File: config.mk
export PLATFORM = sky130hd
export DESIGN_NAME = frame_buffer_ctrl_flat
export DESIGN_NICKNAME = d
export VERILOG_FILES = /design/src/rtl/frame_buffer_ctrl_pkg.sv /design/src/rtl/frame_buffer_ctrl_if.sv /design/src/rtl/frame_buffer_ctrl_slot_ring.sv /design/src/rtl/frame_buffer_ctrl.sv /design/src/flat_wrapper.sv
export SDC_FILE = /design/constraint.sdc
export NUM_CORES = 1
export LEC_CHECK = 0
export ABC_AREA = 1
export CORE_UTILIZATION = 53
export DETAILED_ROUTE_END_ITERATION = 8
export GPL_ROUTABILITY_DRIVEN = 0
export MAX_ROUTING_LAYER = met4
export PLACE_DENSITY = 0.78
export SLEW_MARGIN = 25
export SYNTH_ARGS = -nofsm -noshare
export SYNTH_HDL_FRONTEND = slang
export SYNTH_SLANG_ARGS = --single-unit
File: constraint.sdc
create_clock -name clk -period 5 [get_ports clk]
set_input_delay 1 -clock clk [delete_from_list [all_inputs] [get_ports clk]]
set_output_delay 1 -clock clk [all_outputs]
set_load 0.01 [all_outputs]
File: src/rtl/frame_buffer_ctrl_pkg.sv
// Shared definitions for the frame buffer controller: FSM state encodings,
// default slot stride and capture timeout, and the slot address helper.
package frame_buffer_ctrl_pkg;

    typedef enum logic [1:0] {
        C_IDLE = 2'd0,
        C_ARM  = 2'd1,
        C_WAIT = 2'd2
    } cap_state_e;

    typedef enum logic {
        R_IDLE = 1'b0,
        R_LOCK = 1'b1
    } rd_state_e;

    localparam logic [29:0] DEF_BUF_STRIDE  = 30'h0080_0000;
    localparam logic [31:0] DEF_TIMEOUT_CYC = 32'd50_000_000;

    // Slot address = base + idx*stride, wrapping silently at 2^30.
    function automatic logic [29:0] slot_addr(input logic [29:0] base,
                                              input logic [3:0]  idx,
                                              input logic [29:0] stride);
        return base + stride * 30'(idx);
    endfunction

endpackage

File: src/rtl/frame_buffer_ctrl_if.sv
// Bus bundle between the frame buffer controller and its environment.
// master: drives control, capture-block status and host handshake inputs.
// slave : the controller; drives trigger/slot address, read grant and status.
//   base_addr, capture_en, single_shot      control inputs
//   img_trigger, img_start_addr             capture arm request
//   img_frame_written, img_skipped          capture block status pulses
//   rd_req, rd_ack, rd_addr, rd_done        host slot lock handshake
//   buf_count, skip_cnt, timeout, cap_busy  status outputs
interface frame_buffer_ctrl_if;
    logic [29:0] base_addr;
    logic        capture_en;
    logic        single_shot;
    logic        img_trigger;
    logic [29:0] img_start_addr;
    logic        img_frame_written;
    logic        img_skipped;
    logic        rd_req;
    logic        rd_ack;
    logic [29:0] rd_addr;
    logic        rd_done;
    logic [3:0]  buf_count;
    logic [15:0] skip_cnt;
    logic        timeout;
    logic        cap_busy;

    modport master (
        output base_addr, capture_en, single_shot,
        output img_frame_written, img_skipped, rd_req, rd_done,
        input  img_trigger, img_start_addr, rd_ack, rd_addr,
        input  buf_count, skip_cnt, timeout, cap_busy
    );

    modport slave (
        input  base_addr, capture_en, single_shot,
        input  img_frame_written, img_skipped, rd_req, rd_done,
        output img_trigger, img_start_addr, rd_ack, rd_addr,
        output buf_count, skip_cnt, timeout, cap_busy
    );
endinterface

File: src/rtl/frame_buffer_ctrl_slot_ring.sv
// Slot ring bookkeeping: write/read pointers modulo NUM_BUFS and the count
// of filled, unreleased slots.
//   clk, reset   clock, async active-high reset
//   commit_i     a slot was filled (advance write pointer)
//   release_i    the host released a slot (advance read pointer)
//   wr_ptr_o     slot to arm next
//   rd_ptr_o     oldest filled slot
//   count_o      filled slots 0..NUM_BUFS
//   full_o       count_o == NUM_BUFS
//   empty_o      count_o == 0
module frame_slot_ring #(
    parameter int unsigned NUM_BUFS = 4,
    parameter int unsigned PTR_W    = $clog2(NUM_BUFS)
) (
    input  logic             clk,
    input  logic             reset,
    input  logic             commit_i,
    input  logic             release_i,
    output logic [PTR_W-1:0] wr_ptr_o,
    output logic [PTR_W-1:0] rd_ptr_o,
    output logic [3:0]       count_o,
    output logic             full_o,
    output logic             empty_o
);

    logic [PTR_W-1:0] wr_q, wr_d, rd_q, rd_d;
    logic [3:0]       cnt_q, cnt_d;

    // NUM_BUFS is a power of two, so pointer wrap is the natural overflow.
    always_comb begin
        wr_d  = wr_q;
        rd_d  = rd_q;
        cnt_d = cnt_q;
        if (commit_i)  wr_d = wr_q + PTR_W'(1);
        if (release_i) rd_d = rd_q + PTR_W'(1);
        case ({commit_i, release_i})
            2'b10:   cnt_d = cnt_q + 4'd1;
            2'b01:   cnt_d = cnt_q - 4'd1;
            default: cnt_d = cnt_q;
        endcase
    end

    always_ff @(posedge clk or posedge reset) begin
        if (reset) begin
            wr_q  <= '0;
            rd_q  <= '0;
            cnt_q <= '0;
        end else begin
            wr_q  <= wr_d;
            rd_q  <= rd_d;
            cnt_q <= cnt_d;
        end
    end

    assign wr_ptr_o = wr_q;
    assign rd_ptr_o = rd_q;
    assign count_o  = cnt_q;
    assign full_o   = (cnt_q == 4'(NUM_BUFS));
    assign empty_o  = (cnt_q == '0);

endmodule

File: src/rtl/frame_buffer_ctrl.sv
// Frame buffer controller: arms a capture block into a ring of DDR frame
// slots and lends the oldest filled slot to a host.
//   clk    sole clock
//   reset  asynchronous, active-high
//   bus    frame_buffer_ctrl_if.slave (control, capture and host signals)
module frame_buffer_ctrl
    import frame_buffer_ctrl_pkg::*;
#(
    parameter int unsigned NUM_BUFS    = 4,
    parameter logic [29:0] BUF_STRIDE  = DEF_BUF_STRIDE,
    parameter logic [31:0] TIMEOUT_CYC = DEF_TIMEOUT_CYC
) (
    input  logic                 clk,
    input  logic                 reset,
    frame_buffer_ctrl_if.slave   bus
);

    localparam int unsigned PTR_W = $clog2(NUM_BUFS);

    cap_state_e  cap_q, cap_d;
    logic        pend_q, pend_d;
    logic [29:0] base_q, base_d;
    logic [29:0] start_q, start_d;
    logic [31:0] timer_q, timer_d;
    logic        commit_s, timeout_s;

    rd_state_e   rd_q, rd_d;
    logic        rd_ack_q, rd_ack_d;
    logic [29:0] rd_addr_q, rd_addr_d;
    logic        rel_s;

    logic [15:0] skip_q, skip_d;

    logic [PTR_W-1:0] wr_ptr, rd_ptr;
    logic [3:0]       count;
    logic             full, empty;

    frame_slot_ring #(
        .NUM_BUFS (NUM_BUFS),
        .PTR_W    (PTR_W)
    ) u_ring (
        .clk       (clk),
        .reset     (reset),
        .commit_i  (commit_s),
        .release_i (rel_s),
        .wr_ptr_o  (wr_ptr),
        .rd_ptr_o  (rd_ptr),
        .count_o   (count),
        .full_o    (full),
        .empty_o   (empty)
    );

    // Capture FSM. Arming never happens while full, so the armed slot can
    // never be the slot currently locked by the host.
    always_comb begin
        cap_d     = cap_q;
        pend_d    = pend_q;
        base_d    = base_q;
        start_d   = start_q;
        timer_d   = timer_q;
        commit_s  = 1'b0;
        timeout_s = 1'b0;
        unique case (cap_q)
            C_IDLE: begin
                if ((bus.capture_en || bus.single_shot || pend_q) && !full) begin
                    cap_d   = C_ARM;
                    base_d  = bus.base_addr;
                    start_d = slot_addr(bus.base_addr, 4'(wr_ptr), BUF_STRIDE);
                end
            end
            C_ARM: begin
                cap_d   = C_WAIT;
                timer_d = '0;
            end
            C_WAIT: begin
                // A frame landing on the last allowed cycle still commits.
                if (bus.img_frame_written) begin
                    commit_s = 1'b1;
                    cap_d    = C_IDLE;
                end else if (timer_q == TIMEOUT_CYC - 32'd1) begin
                    timeout_s = 1'b1;
                    cap_d     = C_IDLE;
                end else begin
                    timer_d = timer_q + 32'd1;
                end
            end
            default: cap_d = C_IDLE;
        endcase
        // A single_shot that launches the capture directly is consumed;
        // otherwise it waits, one deep, for the next arm.
        if (cap_q == C_IDLE && cap_d == C_ARM) begin
            pend_d = 1'b0;
        end else if (bus.single_shot) begin
            pend_d = 1'b1;
        end
    end

    always_ff @(posedge clk or posedge reset) begin
        if (reset) begin
            cap_q   <= C_IDLE;
            pend_q  <= 1'b0;
            base_q  <= '0;
            start_q <= '0;
            timer_q <= '0;
        end else begin
            cap_q   <= cap_d;
            pend_q  <= pend_d;
            base_q  <= base_d;
            start_q <= start_d;
            timer_q <= timer_d;
        end
    end

    // Read FSM: rd_ack is registered, one cycle after rd_req.
    always_comb begin
        rd_d      = rd_q;
        rd_ack_d  = 1'b0;
        rd_addr_d = rd_addr_q;
        rel_s     = 1'b0;
        case (rd_q)
            R_IDLE: begin
                if (bus.rd_req && !empty) begin
                    rd_d      = R_LOCK;
                    rd_ack_d  = 1'b1;
                    rd_addr_d = slot_addr(base_q, 4'(rd_ptr), BUF_STRIDE);
                end
            end
            R_LOCK: begin
                if (bus.rd_done) begin
                    rel_s = 1'b1;
                    rd_d  = R_IDLE;
                end
            end
            default: rd_d = R_IDLE;
        endcase
    end

    always_ff @(posedge clk or posedge reset) begin
        if (reset) begin
            rd_q      <= R_IDLE;
            rd_ack_q  <= 1'b0;
            rd_addr_q <= '0;
        end else begin
            rd_q      <= rd_d;
            rd_ack_q  <= rd_ack_d;
            rd_addr_q <= rd_addr_d;
        end
    end

    always_comb begin
        skip_d = skip_q;
        if (bus.img_skipped && (skip_q != '1)) skip_d = skip_q + 16'd1;
    end

    always_ff @(posedge clk or posedge reset) begin
        if (reset) skip_q <= '0;
        else       skip_q <= skip_d;
    end

    assign bus.img_trigger    = (cap_q == C_ARM);
    assign bus.img_start_addr = start_q;
    assign bus.timeout        = timeout_s;
    assign bus.cap_busy       = (cap_q != C_IDLE);
    assign bus.rd_ack         = rd_ack_q;
    assign bus.rd_addr        = rd_addr_q;
    assign bus.buf_count      = count;
    assign bus.skip_cnt       = skip_q;

endmodule
File: src/flat_wrapper.sv
// flat-port wrapper written by rule: the top's interface ports become plain ports
module frame_buffer_ctrl_flat import frame_buffer_ctrl_pkg::*;
#(
    parameter int unsigned NUM_BUFS    = 4,
    parameter logic [29:0] BUF_STRIDE  = DEF_BUF_STRIDE,
    parameter logic [31:0] TIMEOUT_CYC = DEF_TIMEOUT_CYC
)
  (clk, reset, bus_base_addr, bus_capture_en, bus_single_shot, bus_img_frame_written, bus_img_skipped, bus_rd_req, bus_rd_done, bus_img_trigger, bus_img_start_addr, bus_rd_ack, bus_rd_addr, bus_buf_count, bus_skip_cnt, bus_timeout, bus_cap_busy);
  frame_buffer_ctrl_if bus_i ();
  input  logic clk;
  input  logic reset;
  input wire logic [$bits(bus_i.base_addr)-1:0] bus_base_addr;
  input wire logic [$bits(bus_i.capture_en)-1:0] bus_capture_en;
  input wire logic [$bits(bus_i.single_shot)-1:0] bus_single_shot;
  input wire logic [$bits(bus_i.img_frame_written)-1:0] bus_img_frame_written;
  input wire logic [$bits(bus_i.img_skipped)-1:0] bus_img_skipped;
  input wire logic [$bits(bus_i.rd_req)-1:0] bus_rd_req;
  input wire logic [$bits(bus_i.rd_done)-1:0] bus_rd_done;
  output wire logic [$bits(bus_i.img_trigger)-1:0] bus_img_trigger;
  output wire logic [$bits(bus_i.img_start_addr)-1:0] bus_img_start_addr;
  output wire logic [$bits(bus_i.rd_ack)-1:0] bus_rd_ack;
  output wire logic [$bits(bus_i.rd_addr)-1:0] bus_rd_addr;
  output wire logic [$bits(bus_i.buf_count)-1:0] bus_buf_count;
  output wire logic [$bits(bus_i.skip_cnt)-1:0] bus_skip_cnt;
  output wire logic [$bits(bus_i.timeout)-1:0] bus_timeout;
  output wire logic [$bits(bus_i.cap_busy)-1:0] bus_cap_busy;
  assign bus_i.base_addr = bus_base_addr;
  assign bus_i.capture_en = bus_capture_en;
  assign bus_i.single_shot = bus_single_shot;
  assign bus_i.img_frame_written = bus_img_frame_written;
  assign bus_i.img_skipped = bus_img_skipped;
  assign bus_i.rd_req = bus_rd_req;
  assign bus_i.rd_done = bus_rd_done;
  assign bus_img_trigger = bus_i.img_trigger;
  assign bus_img_start_addr = bus_i.img_start_addr;
  assign bus_rd_ack = bus_i.rd_ack;
  assign bus_rd_addr = bus_i.rd_addr;
  assign bus_buf_count = bus_i.buf_count;
  assign bus_skip_cnt = bus_i.skip_cnt;
  assign bus_timeout = bus_i.timeout;
  assign bus_cap_busy = bus_i.cap_busy;
  frame_buffer_ctrl #(.NUM_BUFS(NUM_BUFS), .BUF_STRIDE(BUF_STRIDE), .TIMEOUT_CYC(TIMEOUT_CYC)) u_core (.clk(clk), .reset(reset), .bus(bus_i));
endmodule
==> results.md <==
* Outcome: complete, no violations
* Area post-placement at between 0.008 and 0.009 mm²
* Critical Path AT at 2410 ps
* Post-synthesis instance total at between 900 and 1000
* Reg2reg start: u_core.cap_q[0]$_DFF_PP0_
* Slew Viols, Final at 0
* Total Wirelength at about 16000 µm
* Crit Path Class: reg -> out
* Min-Delay Path Class: reg -> reg
* Sequential Area at roughly 0.0032 mm²
* Post-synth top area share at ~47%
* Worst Hold Path EP: u_core.bus.rd_addr[0]$_DFFE_PP0P_
* Fraction of layout cells with a size suffix above 1 at between 5 and 6%
* Worst-case reg-to-reg path depth at 5
* Chip Width at roughly 120 µm
* Worst setup SP type: flip-flop
* Synth Cell Area at between 0.006 and 0.007 mm²
* Setup Skew at approximately 8.8 ps
* Fin nets at roughly 1100
* DR WL/cell at 13.4 µm
* First-pass GRT wire length at ~27000 µm
* Worst rel slew slack at a little over a third
* Full die area at about 0.013 mm²
* Post-route ant nets at 0
* Clock root cell: clkbuf_16
* Via density at slightly above 5
* Crit. End Element: output pin
* Fillers at between 1000 and 1500
* R2R Setup Slk at 2520 ps
* Setup violators final at 0
* Die Span Y at ~120 µm
* ANT cells at 0
* TritonCTS clock tree: built
* Top_reg_cell synth: dfrtp_1
* Worst-Skew Late Latency at about 420 ps
* Post-route setup TNS at 0 ps
* Drt drc at 0
* Largest net degree at the start of global routing at 64
* Number of buffers created by CTS at 17
* Worst R2R End: u_core.bus.img_start_addr[7]$_DFFE_PP0P_
* Via count at 5990
* Final hold violations at 0
* Hold Startpoint: u_core.bus.rd_addr[0]$_DFFE_PP0P_
* FMAX at ~0.29 GHz
* Initial DRT Pass Iterations at 6
* Async SR Flop Fraction at 100%
* FP Rows at between 40 and 50
* Library cells used by synthesis at 35
* Top post-synthesis cells by area: dfrtp_1 (47%), nand2_1 (17%), nor2_1 (6.2%)
* PwrDens at approximately 530 mW/mm²
* Worst slew pin tran at just under 1000 ps
* Post-CTS sizing at 0
* IO Count at roughly 120
* Hold Path Stages at 2
* Detail Placement HPWL at about 11000 µm
* Finished Cell Area at approximately 0.0086 mm²
* Total GRT Usage at a little over a quarter
* Leading area contributor after synthesis: dfrtp_1
* Ys Warns at 0
* H-tree Lvls at 4
* Port bufs at 121
* Initial antenna violation count at 0
* Leak at a little under 4 nW
* Crit path time final at between 3000 and 4000 ps
* EDFF count, synth at 0
* Clk pin slew, worst setup/hold paths at 50 ps
* Clock Path Buffers at 2
* Mean Syn Cell Area at about 7.6 µm²
* Crit share post-route at ~70%
* Initial Utilization at 54.6%
* Synthesized flop and latch total at 128
* Post-CTS Setup Inserts at 0
* Seq/Total Area, Yosys at between 40% and 50%
* Crit path max fanout at 6
* Max Cap Viol at 0
* GRT overflow at 0
* RSZ-0062 raised after global routing: no
* Syn Nets at between 900 and 1000
* Vias in the first global route at around 5400
* Worst hold slack at 480 ps
* Sink Count at between 100 and 150
* Max IR drop VDD at 0.000341 V
* Multi-input logic area at around 0.0031 mm²
* Drt initial violations at 460
* Area Overhead vs Synth at 24.9%
* Cts hold-fix bufs at 0
* Floorplan core area at 0.0126 mm²
* Worst path required time at roughly 4000 ps
critical path, cell delays in order (launching register included):
cell             delay (ps)
dfrtp_1                 440
ha_1                    220
inv_1                   100
nor2_4                  190
nand3_2                 110
nor2_4                  120
nand2_4                 100
nor3_1                  150
clkdlybuf4s50_1         570
cell usage in the layout, fill, tap and decap left out, drive strengths merged:
cell	instances
a21oi	5
clkdlybuf4s50	121
nand2	322
dfrtp	128
nand3b	2
o21ai	68
nand3	63
xor2	23
clkinvlp	1
xnor2	8
bufinv	2
a31oi	1
clkinv	4
and2	1
o31ai	3
inv	88
nand4	4
buf	5
clkbuf	23
nor2	121
nor3	12
fa	3
a21boi	1
ha	9
cell families after synthesis:
| kind of cell | count (synthesis) | share of synthesized area (%) |
|---|---|---|
| simple gates | 525 | 31.7 |
| buf+inv | 136 | 9.19 |
| flops | 128 | 46.5 |
| compound gates | 78 | 6.11 |
| xor+xnor | 31 | 3.94 |
| fa+ha+maj | 12 | 2.51 |
report_power, final:
part	switching, mW	total (mW)	internal [mW]
sequential	0.242	1.63	1.39
combinational	0.979	1.78	0.798
clock	0.426	1.16	0.736
total	1.65	4.57	2.92
state kept, by name (all words and copies together), names as in the netlist:
signal and cells:
u_core.timer_q 32, u_core.pend_q 1, u_core.bus.skip_cnt 16, u_core.base_q 7, u_core.u_ring.wr_ptr_o 2, u_core.bus.img_start_addr 30, u_core.u_ring.count_o 4, u_core.bus.rd_addr 30
u_core.u_ring.rd_ptr_o 2, u_core.bus.rd_ack 1, u_core.cap_q 2, u_core.rd_q 1
cell usage after synthesis (all sizes together), types with 2 or more instances:
master / number
nand3: 63
nand3b: 2
xnor2: 8
xor2: 23
nor2: 121
ha: 9
inv: 88
fa: 3
buf: 34
nor3: 12
nand4: 4
clkbuf: 13
o31ai: 3
o21ai: 68
a21oi: 5
nand2: 322
dfrtp: 128
cell type report:
class / count / share of cell area [%]
sequential: 128 / 37.2
tap: 172 / 2.50
clock inverter: 6 / 1.00
inverter: 89 / 3.91
clock buffer: 23 / 5.32
timing repair buffer: 126 / 14.5
multi-input combinational: 646 / 35.5
worst max path at each step:
| stage | from | end | slack, ps | cells after the start |
|---|---|---|---|---|
| floorplan | reset | u_core.base_q[23]$_DFFE_PP0P_ | 590 | 1 |
| global placement | bus_single_shot | u_core.bus.img_start_addr[22]$_DFFE_PP0P_ | 1640 | 7 |
| detailed placement | bus_single_shot | u_core.bus.img_start_addr[22]$_DFFE_PP0P_ | 1600 | 8 |
| CTS | u_core.cap_q[0]$_DFF_PP0_ | bus_timeout | 1570 | 4 |
| global route | u_core.timer_q[0]$_DFFE_PP0P_ | bus_timeout | 1400 | 8 |
| finish | u_core.timer_q[0]$_DFFE_PP0P_ | bus_timeout | 1590 | 8 |
metal layers:
metal / vias to the layer above / track usage (%) / share of wire [%]
met5: - / - / 0
met1: 2768 / 34.5 / 47
met4: 0 / 8.97 / 1.3
met2: 194 / 40.5 / 46
li1: 3011 / - / -
met3: 17 / 5.39 / 6.0
per-stage QoR:
step / utilization [%] / setup slack [ps] / power, mW / std cells
finish: 68.2 / 1590 / 4.57 / 1190
global route: 68.2 / 1400 / 4.88 / 1190
CTS: 68.2 / 1570 / 4.61 / 1190
detailed placement: 63.9 / 1600 / 3.42 / 1161
global placement: 63.9 / 1640 / 3.36 / 1161
floorplan: - / 587 / 2.71 / 910
Note: power is estimated with default switching activity, not from simulation.
